## config.mk

```make
export PLATFORM = sky130hd
export DESIGN_NAME = shift_normalizer
export DESIGN_NICKNAME = d
export VERILOG_FILES = /design/src/rtl/shift_normalizer.sv
export SDC_FILE = /design/constraint.sdc
export NUM_CORES = 1
export LEC_CHECK = 0
export BUFFER_PORTS_ARGS = -buffer_cell sky130_fd_sc_hd__buf_2
export CAP_MARGIN = 20
export CORE_MARGIN = 2
export CORE_UTILIZATION = 45
export CTS_CLUSTER_SIZE = 12
export DETAILED_ROUTE_END_ITERATION = 10
export PLACE_DENSITY = 0.7
export SETUP_SLACK_MARGIN = 0.15
export SYNTH_ARGS = -nofsm -noshare
export SYNTH_HDL_FRONTEND = slang
export SYNTH_SLANG_ARGS = --single-unit
```

## constraint.sdc

```tcl
create_clock -name clk -period 1.7 [get_ports clk]
set_input_delay 0.34 -clock clk [delete_from_list [all_inputs] [get_ports clk]]
set_output_delay 0.34 -clock clk [all_outputs]
set_load 0.05 [all_outputs]
```

## src/rtl/shift_normalizer.sv

```systemverilog
// Handshaked leading/trailing-one normalizer producing the normalized word and shift count.
// Define SHIFT_NORM_FAST_EN for single-cycle priority-encoder resolution.
module shift_normalizer #(
    parameter int WIDTH = 4,
    parameter int SW    = $clog2(WIDTH)
) (
    input  logic             clk,
    input  logic             rst,
    input  logic             in_valid,
    output logic             in_ready,
    input  logic [WIDTH-1:0] in_data,
    input  logic             in_dir,
    output logic             out_valid,
    input  logic             out_ready,
    output logic [WIDTH-1:0] out_data,
    output logic [SW-1:0]    out_shift,
    output logic             out_dir,
    output logic             out_zero
);

    typedef enum logic [1:0] {
        IDLE,
        SHIFT,
        DONE
    } state_t;

    state_t state, state_n;

    logic [WIDTH-1:0] work;
    logic [SW-1:0]    cnt;
    logic             dir_q;
    logic             is_zero;
    logic             resolve;
    logic [WIDTH-1:0] res_data;
    logic [SW-1:0]    res_shift;

    assign is_zero  = (work == '0);
    assign in_ready = (state == IDLE);

`ifdef SHIFT_NORM_FAST_EN
    // Priority encode the target one, then shift it home in one step.
    always_comb begin
        res_shift = '0;
        res_data  = '0;
        if (dir_q) begin
            for (int i = WIDTH - 1; i >= 0; i--) begin
                if (work[i]) res_shift = SW'(i);
            end
            res_data = work >> res_shift;
        end else begin
            for (int i = 0; i < WIDTH; i++) begin
                if (work[i]) res_shift = SW'(WIDTH - 1 - i);
            end
            res_data = work << res_shift;
        end
    end

    assign resolve = 1'b1;
`else
    logic hit;

    assign hit       = dir_q ? work[0] : work[WIDTH-1];
    assign resolve   = is_zero | hit;
    assign res_data  = work;
    assign res_shift = cnt;
`endif

    always_ff @(posedge clk or posedge rst) begin
        if (rst) begin
            state <= IDLE;
        end else begin
            state <= state_n;
        end
    end

    always_comb begin
        state_n = state;
        unique case (state)
            IDLE:    if (in_valid)  state_n = SHIFT;
            SHIFT:   if (resolve)   state_n = DONE;
            DONE:    if (out_ready) state_n = IDLE;
            default:                state_n = IDLE;
        endcase
    end

    always_ff @(posedge clk or posedge rst) begin
        if (rst) begin
            work      <= '0;
            cnt       <= '0;
            dir_q     <= 1'b0;
            out_valid <= 1'b0;
            out_data  <= '0;
            out_shift <= '0;
            out_dir   <= 1'b0;
            out_zero  <= 1'b0;
        end else begin
            unique case (state)
                IDLE: begin
                    if (in_valid) begin
                        work    <= in_data;
                        cnt     <= '0;
                        dir_q   <= in_dir;
                        out_dir <= in_dir;
                    end
                end
                SHIFT: begin
                    if (is_zero) begin
                        out_zero  <= 1'b1;
                        out_data  <= '0;
                        out_shift <= '0;
                        out_valid <= 1'b1;
                    end else if (resolve) begin
                        out_zero  <= 1'b0;
                        out_data  <= res_data;
                        out_shift <= res_shift;
                        out_valid <= 1'b1;
                    end else begin
                        work <= dir_q ? (work >> 1) : (work << 1);
                        cnt  <= cnt + 1'b1;
                    end
                end
                DONE: begin
                    if (out_ready) out_valid <= 1'b0;
                end
                default: out_valid <= 1'b0;
            endcase
        end
    end

endmodule

```

# Yosys cells after proc, flatten, opt, wreduce, memory -nomap -nowiden
# Index checks and enable logic that the tools add are counted.
[totals]
output_inout_bits = 10
ram_bits = 0
n_memories = 0
wordCells = 52
in_bits = 9
romBits = 0
latchBits = 0
ff_bits = 17
[classes]
muxes = 24
n_lt_le_gt_ge = 0
n_mul = 0
n_eq_ne = 8
add_sub_neg = 1
reduce_logical = 9
n_div = 0
bitwise = 2
n_shift = 0
[op_table]
columns = ["operator", "n"]
rows = [
  ["2-to-1 mux 4 bit", 6],
  ["2-to-1 mux 2 bit", 8],
  ["inequality test 2 bit, second input constant", 5],
  ["one-hot mux 4 bit (2 select lines)", 1],
  ["2-to-1 mux 1 bit", 6],
  ["one-hot mux 2 bit (3 select lines)", 1],
  ["AND reduction 3 bit", 2],
  ["logical NOT 4 bit", 1],
  ["one-hot mux 2 bit (2 select lines)", 1],
  ["AND reduction 2 bit", 2],
  ["AND reduction 4 bit", 1],
  ["nonzero test 2 bit", 2],
  ["inequality test 3 bit, second input constant", 1],
  ["one-hot mux 1 bit (3 select lines)", 1],
  ["adder 2 x 1 -> 2 bit, second input constant", 1],
  ["== test 2 x 1 -> 1 bit, second input constant", 1],
  ["== test 2 bit, second input constant", 1],
  ["logical NOT 2 bit", 1],
  ["inverter 1 bit", 1],
  ["OR 1 bit", 1],
]

# Logic depth before layout (Yosys ltp)
# Gate-level depths: netlist of run 1.
[logic_depth]
word_depth = 5
ltp_mapped = 4
depth_no_buf = 3

# Worst setup path after synthesis of run 1
# No wires, ideal clock.
[synth_timing]
kind = "register to register"
start = "register dir_q"
end = "register out_data[0]"
t_arrival_ns = 1.806
stages_incl_launch_ff = 5
n_path_buf = 1
t_required_ns = 1.575
synth_period_minus_slack_ns = 1.930
setup_time_ns = 0.125
setup_slack_ns = -0.230
cell_sequence = "dfrtp_1 > buf_6 > mux2_4 > o21ai_2 > mux2_2"
[synth_between]
elab_chain_len = 4
[synth_rtl]
columns = ["element", "line", "text"]
rows = [
  ["from (decl)", "31", "logic dir_q;"],
  ["from (signal assigned)", "102", "dir_q <= in_dir;"],
  ["2-to-1 mux 1 bit", "62", "assign hit = dir_q ? work[0] : work[WIDTH-1];"],
  ["OR 1 bit", "63", "assign resolve = is_zero | hit;"],
  ["nonzero test 2 bit (no source line)", "n/a", ""],
  ["AND reduction 2 bit (no source line)", "n/a", ""],
  ["to (signal assigned)", "114", "out_data <= res_data;"],
  ["to (decl)", "15", "output logic [WIDTH-1:0] out_data,"],
]
# Every way passes these cells.
# A chain may end at the register's enable or synchronous reset.

# Worst setup path after layout of run 1
[layout_timing]
start = "register dir_q"
end = "register cnt[1]"
[layout_between]
elab_chain_len = 4
[layout_rtl]
columns = ["element", "line", "text"]
rows = [
  ["2-to-1 mux 1 bit", "62", ""],
  ["OR 1 bit", "63", ""],
  ["inequality test 2 bit (no source line)", "n/a", ""],
  ["AND reduction 4 bit (no source line)", "n/a", ""],
  ["to (signal assigned)", "119", "cnt <= cnt + 1'b1;"],
  ["to (decl)", "30", "logic [SW-1:0] cnt;"],
]
# Every way passes these cells.

==> results of run 1 <==
[timing repair]
item,in CTS,in global routing
hold buffers,0,0
pin swaps,2,5
setup endpoints to repair,11,11
buffers inserted,4,2
gates resized for setup,4,6
[metal layers]
metal  vias up  share of wire
li1        287              -
met1       318           0.49
met2        14           0.47
met3         5          0.023
met4         0          0.023
met5         -              0
[sequential cells by signal, summed over array words and instances (netlist names)]
register / cells
out_valid: 1
out_zero: 1
res_data: 4
out_shift: 2
dir_q: 1
state: 2
out_data: 4
cnt: 2
[layout make-up]
class | count | share of cell area
well taps | 17 | 0.0204
multi-input cells | 39 | 0.362
repair buffers | 27 | 0.155
clock buffers | 4 | 0.0252
inverters | 7 | 0.0252
flip-flops and latches | 17 | 0.412
[logic make-up (layout without fill, tap and decap cells)]
family / count (synthesis) / after routing / share of synthesized area
and+or+nand+nor: 18 / 18 / 0.137
DFF: 17 / 17 / 0.536
AOI/OAI and AO/OA: 11 / 11 / 0.129
muxes: 10 / 10 / 0.144
buffers and inverters: 9 / 38 / 0.0536
[stage by stage]
stage	cell area, sq um	hold WS (ns)	utilization
2_1_floorplan	817	0.266	-
3_3_place_gp	935	0.449	0.553
3_5_place_dp	935	0.464	0.553
4_1_cts	1000	0.145	0.592
5_1_grt	1040	0.181	0.618
6_report	1040	0.114	0.618
[path summary, 6_finish.rpt]
path	from	to	slack, ns	cells past startpoint
setup / recovery	dir_q	cnt[1]	0.12	3
hold / removal	rst	out_data[0]	0.11	2
setup reg to reg	dir_q	cnt[1]	0.12	3
hold reg to reg	out_shift[0]	out_shift[0]	0.50	1
max in group asynchronous	rst	dir_q	1.14	2
min in group clk	out_ready	state[1]	0.23	2
[cell usage in the layout (no fill, tap or decap), drive strengths merged]
| cell | netlist | layout |
|---|---|---|
| or3b | 1 | 1 |
| dfrtp | 17 | 17 |
| a32o | 1 | 1 |
| inv | 7 | 7 |
| nor4 | 2 | 2 |
| o31a | 1 | 1 |
| a22o | 1 | 1 |
| nand2b | 3 | 3 |
| nor2 | 6 | 6 |
| nor2b | 3 | 3 |
| o31ai | 1 | 1 |
| clkbuf | 0 | 4 |
| mux2i | 2 | 2 |
| nand2 | 2 | 2 |
| a221o | 1 | 1 |
| buf | 2 | 27 |
| mux2 | 8 | 8 |
| a221oi | 4 | 4 |
| o21ai | 2 | 2 |
| nor3 | 1 | 1 |
==> flow_summary.rst, run 1 <==
.. list-table::
   :header-rows: 1

   * - Metric
     - Value
   * - Outcome
     - complete, no violations
   * - Share of the clock period used by the worst path after layout
     - 0.931
   * - Area used by multi-input combinational logic
     - 378 sq um
   * - Ordered cell list for the critical path
     - mux2_4 > o31a_4 > a221o_1
   * - Post-synthesis sequential element count
     - 17
   * - Largest stage delay on the critical path
     - 0.44 ns
   * - Total of buffers placed on input and output ports
     - 18
   * - Synthesized netlist net count
     - 74
   * - Clock Latency Late Sink
     - 0.29 ns
   * - Number of global-route vias before repair
     - 563
   * - Part of the Yosys area used for sequential elements
     - 0.536
   * - Critical-path maximum fanout
     - 7
   * - Cell class contributing the biggest share of worst-path delay
     - compound AO/OA/AOI/OAI gates
   * - Hold WC Path Type
     - in -> async
   * - Number of filler cells placed in the layout
     - 134
   * - Total inserted antenna cells
     - 0
   * - Max-Cap Viols
     - 0
   * - Most instantiated flip-flop cell in the synthesis netlist
     - dfrtp_1
   * - Number of DRC violations after detailed-routing iteration 0
     - 21
   * - Final routed wire length divided by cell count
     - 14.7 um
   * - Boundary Pins
     - 19
   * - Count of final max-slew check failures
     - 0
   * - Cell taking the most area after synthesis
     - dfrtp_1
   * - Proportion of netlist area held by the largest area contributor
     - 0.536
   * - Largest net degree at the start of global routing
     - 18
   * - H-tree depth reported by CTS
     - 1
   * - Row Count
     - 15
   * - CTS tree
     - yes
   * - Area of the core region
     - 1690 sq um
   * - Async SR Flop Fraction
     - 1.00
   * - Final non-filler cell total
     - 111
   * - Starting Density
     - 0.470
   * - Number of hold-slack violations in the final timing report
     - 0
   * - Antenna violations before repair
     - 0
   * - Grt met1 use
     - 0.243
   * - Top post-synthesis cells by area
     - dfrtp_1, mux2_2, a221oi_1
   * - Setup repair after global routing missed its margin
     - yes
   * - Fraction of met2 tracks used by global routing
     - 0.225
   * - Pre-CTS setup slack
     - 0.112 ns
   * - Clk root buf
     - clkbuf_4
   * - ANT nets after route
     - 0
   * - Residual DRC count
     - 0
   * - Slew at the pin with the worst max-slew slack
     - 0.642 ns
   * - Least setup slack across all paths after layout
     - 0.117 ns
   * - Final TNS setup
     - 0 ns
   * - Summed instance area of the synthesized netlist
     - 793 sq um
   * - Global-route usage over all layers
     - 0.167
   * - Synthesized netlist cell count
     - 65
   * - Most used standard cell by instance count after synthesis
     - dfrtp_1
   * - Crit-path slowest cell
     - dfrtp_2
   * - Initial DRT Pass Iterations
     - 4
   * - Buf/Inv on CP
     - 0
   * - Clock period minus worst slack
     - 1.58 ns
   * - Vias/cell
     - 5.62
   * - Via total after detailed routing
     - 624
   * - Maximum achievable frequency
     - 632 MHz
   * - Global route total overflow
     - 0
   * - Proportion of layout cells with a drive suffix above 1
     - 0.532
   * - Critical Setup Path Class
     - reg -> reg
   * - Detailed placement HPWL
     - 1070 um
   * - Critical path required time
     - 1.88 ns
   * - Wire length of the first global-routing pass
     - 2440 um
   * - Final setup violating endpoints
     - 0
   * - Number of enable-type register cells in the synthesized netlist
     - 0
   * - Post-Syn Area per Cell
     - 12.2 sq um
   * - Fin nets
     - 104
   * - Reg area
     - 430 sq um
   * - Top cell types by occurrence after synthesis
     - dfrtp_1, inv_1, mux2_2
   * - Die extent in y
     - 46.0 um
   * - Critical path startpoint category
     - flop
   * - Clock-pin slew of the registers on the worst-case setup and hold paths
     - 0.10 ns
   * - Gr busiest metal
     - met1
   * - Num CTS Buffers
     - 3
   * - Worst max-slew margin expressed relative to the limit
     - 0.572
   * - Cell count after placement
     - 101
   * - Final GP Congestion
     - 0.913
   * - Horizontal die dimension
     - 46.0 um
   * - Crit path arrival time
     - 1.76 ns
   * - Clock tree sinks
     - 17
   * - Synthesis-to-layout area growth
     - 31.5%
   * - Element type at the critical path end
     - flop
   * - Count of different cell masters after synthesis
     - 23
   * - Maximum clock path buffer count
     - 2
   * - YS warnings
     - 0
   * - Final Skew
     - 0.00358 ns
   * - Drt total wl
     - 1630 um
   * - Die outline area
     - 2110 sq um
   * - Routing usage on met3
     - 0.0357
Power of run 1 is left out: the tool's default activity adds up to more than one toggle a clock period on the data nets, which glitch-free logic cannot reach.
==> run 2, diff against run 1 <==
- CAP_MARGIN: 20 -> unset
- GPL_TIMING_DRIVEN: unset -> 0
==> run 2 against run 1 <==
Critical path depth rose by 1. Sequential share of layout area decreased by 0.48 points. Core utilization rose by 0.37 points. First-iteration DRC count is 52% lower. Non-clock buffer count up 1. Via count shrank 1.1%. Global-route usage shrank 0.082 points. Count of clock-buffer cells in the layout stayed put. Register-to-register slack got worse by 0.02 ns. Flip-flop and latch count is the same.
==> flow_summary.rst, run 2 (synthesis results as in run 1) <==
.. list-table::
   :header-rows: 1

   * - Metric
     - Value
   * - Outcome
     - complete, no violations
   * - Die outline area
     - 2110 sq um (unchanged)
   * - Row Count
     - 15 (unchanged)
   * - Wire length on met3
     - 60 um (+62%)
   * - Worst max-slew margin expressed relative to the limit
     - 0.570 (-0.00165)
   * - Initial DRT Pass Iterations
     - 4 (unchanged)
   * - Critical Setup Path Class
     - reg -> reg
   * - Total inserted antenna cells
     - 0 (unchanged)
   * - CTS tree
     - yes
   * - Clk root buf
     - clkbuf_4
   * - Reg-to-Reg End
     - cnt[1]
   * - Share of the clock period used by the worst path after layout
     - 0.942 (+0.0106)
   * - Vias/cell
     - 5.51 (-2.0%)
   * - Max-Cap Viols
     - 0 (unchanged)
   * - Setup repair after global routing missed its margin
     - yes
   * - Crit-path slowest cell
     - dfrtp_2
   * - Reg area
     - 428 sq um (-0.58%)
   * - Count of final max-slew check failures
     - 0 (unchanged)
   * - Element type at the critical path end
     - flop
   * - Final setup violating endpoints
     - 0 (unchanged)
   * - Number of DRC violations after detailed-routing iteration 0
     - 10 (-52%)
   * - Met1 Routed Length
     - 738 um (-7.1%)
   * - Top layer used by detailed routing
     - met4
   * - Most common cell after layout, fill and taps aside
     - buf_2
   * - Area used by multi-input combinational logic
     - 375 sq um (-0.66%)
   * - Design Area, Final
     - 1050 sq um (+0.60%)
   * - Antenna violations before repair
     - 0 (unchanged)
   * - Worst Reg2Reg Path Length in Cells
     - 4 (+1)
   * - Number of hold-slack violations in the final timing report
     - 0 (unchanged)
   * - Hold_buf cts
     - 0 (unchanged)
   * - Critical path required time
     - 1.89 ns (about the same)
   * - Critical path startpoint category
     - flop
   * - Area after DPL
     - 928 sq um (-0.67%)
   * - Final routed wire length divided by cell count
     - 14.3 um (-2.8%)
   * - Horizontal die dimension
     - 46.0 um (unchanged)
   * - Global route total overflow
     - 0 (unchanged)
   * - Startpoint of the worst-slack reg-to-reg timing path
     - dir_q
   * - Slew at the pin with the worst max-slew slack
     - 0.644 ns (+0.00247 ns)
   * - Clock Latency Late Sink
     - 0.29 ns (about the same)
   * - Largest net degree at the start of global routing
     - 18 (unchanged)
   * - Hold WC Path Type
     - in -> async
   * - Cell class contributing the biggest share of worst-path delay
     - compound AO/OA/AOI/OAI gates
   * - Maximum clock path buffer count
     - 2 (unchanged)
   * - Proportion of layout cells with a drive suffix above 1
     - 0.516 (-0.0161)
   * - Boundary Pins
     - 19 (unchanged)
   * - Commonest cells after routing, fill and taps aside
     - buf_2, dfrtp_1, buf_4
   * - Fin nets
     - 105 (+0.96%)
   * - Clock tree sinks
     - 17 (unchanged)
   * - Maximum achievable frequency
     - 625 MHz (-1.1%)
   * - ANT nets after route
     - 0 (unchanged)
   * - Wire length of the first global-routing pass
     - 2420 um (-0.86%)
   * - Synthesis-to-layout area growth
     - 32.3%
   * - Area of the core region
     - 1690 sq um (unchanged)
   * - Num CTS Buffers
     - 3 (unchanged)
   * - Drt total wl
     - 1600 um (-1.9%)
   * - Largest stage delay on the critical path
     - 0.42 ns (-0.02 ns)
   * - Number of global-route vias before repair
     - 530 (-5.9%)
   * - Crit path arrival time
     - 1.79 ns (+0.03 ns)
   * - Ordered cell list for the critical path
     - buf_6 > mux2_4 > o31a_4 > a221o_1
   * - Final Skew
     - 0.00267 ns (-0.000912 ns)
   * - Residual DRC count
     - 0 (unchanged)
   * - H-tree depth reported by CTS
     - 1 (unchanged)
   * - Start point of the critical path
     - dir_q
   * - Final GP Congestion
     - 0.817 (-11%)
   * - Number of filler cells placed in the layout
     - 140 (+4.5%)
   * - Starting Density
     - 0.470 (unchanged)
   * - Detailed placement HPWL
     - 1030 um (-4.3%)
   * - Setup slack of the most critical reg-to-reg path
     - 0.1 ns (-0.02 ns)
   * - Critical-path maximum fanout
     - 7 (unchanged)
   * - Die extent in y
     - 46.0 um (unchanged)
   * - Total met2 wirelength after detailed routing
     - 769 um (+0.92%)
   * - Clock period minus worst slack
     - 1.60 ns (+0.0181 ns)
   * - Total of buffers placed on input and output ports
     - 18 (unchanged)
   * - Global-route usage over all layers
     - 0.166 (-0.000819)
   * - Clock-pin slew of the registers on the worst-case setup and hold paths
     - 0.10 ns (about the same)
   * - Via total after detailed routing
     - 617 (-1.1%)
   * - Buf/Inv on CP
     - 1 (+1)
run 2: worst max path at each step:
| stage | cells after the start | end |
|---|---|---|
| 2_1_floorplan | 4 | cnt[1] |
| 3_3_place_gp | 4 | cnt[0] |
| 3_5_place_dp | 4 | cnt[0] |
| 4_1_cts | 4 | out_shift[0] |
| 5_1_grt | 4 | out_data[0] |
| 6_report | 4 | cnt[1] |
run 2: per-layer routing:
metal  up-vias  GRT usage
met4         0      0.103
met5         -          0
met1       304      0.226
met2        15      0.239
li1        294          -
met3         4     0.0357
run 2: cell type report:
type | instances | area share
flip-flops and latches | 17 | 0.408
multi-input cells | 39 | 0.358
repair buffers | 26 | 0.143
clock buffers | 4 | 0.0250
inverters | 7 | 0.0250
plain buffers | 2 | 0.0215
well taps | 17 | 0.0203
run 2: metrics by stage:
step / worst slack, ns / setup TNS [ns] / hold WS, ns / std cells / utilization
finish: 0.0989 / 0 / 0.116 / 112 / 0.621
global route: 0.0604 / 0 / 0.166 / 112 / 0.621
CTS: 0.0461 / 0 / 0.140 / 107 / 0.595
detailed placement: 0.0199 / 0 / 0.465 / 100 / 0.550
global placement: 0.0390 / 0 / 0.455 / 100 / 0.550
floorplan: -0.0652 / -0.271 / 0.266 / 65 / -
run 2: timing repair:
item / 4_1_cts / 5_1_grt
cloned: 0 / 0
pin swaps: 4 / 3
setup buffers: 3 / 5
setup endpoints to repair: 11 / 15
gates resized for setup: 5 / 4
Power of run 2 is left out for the same reason.
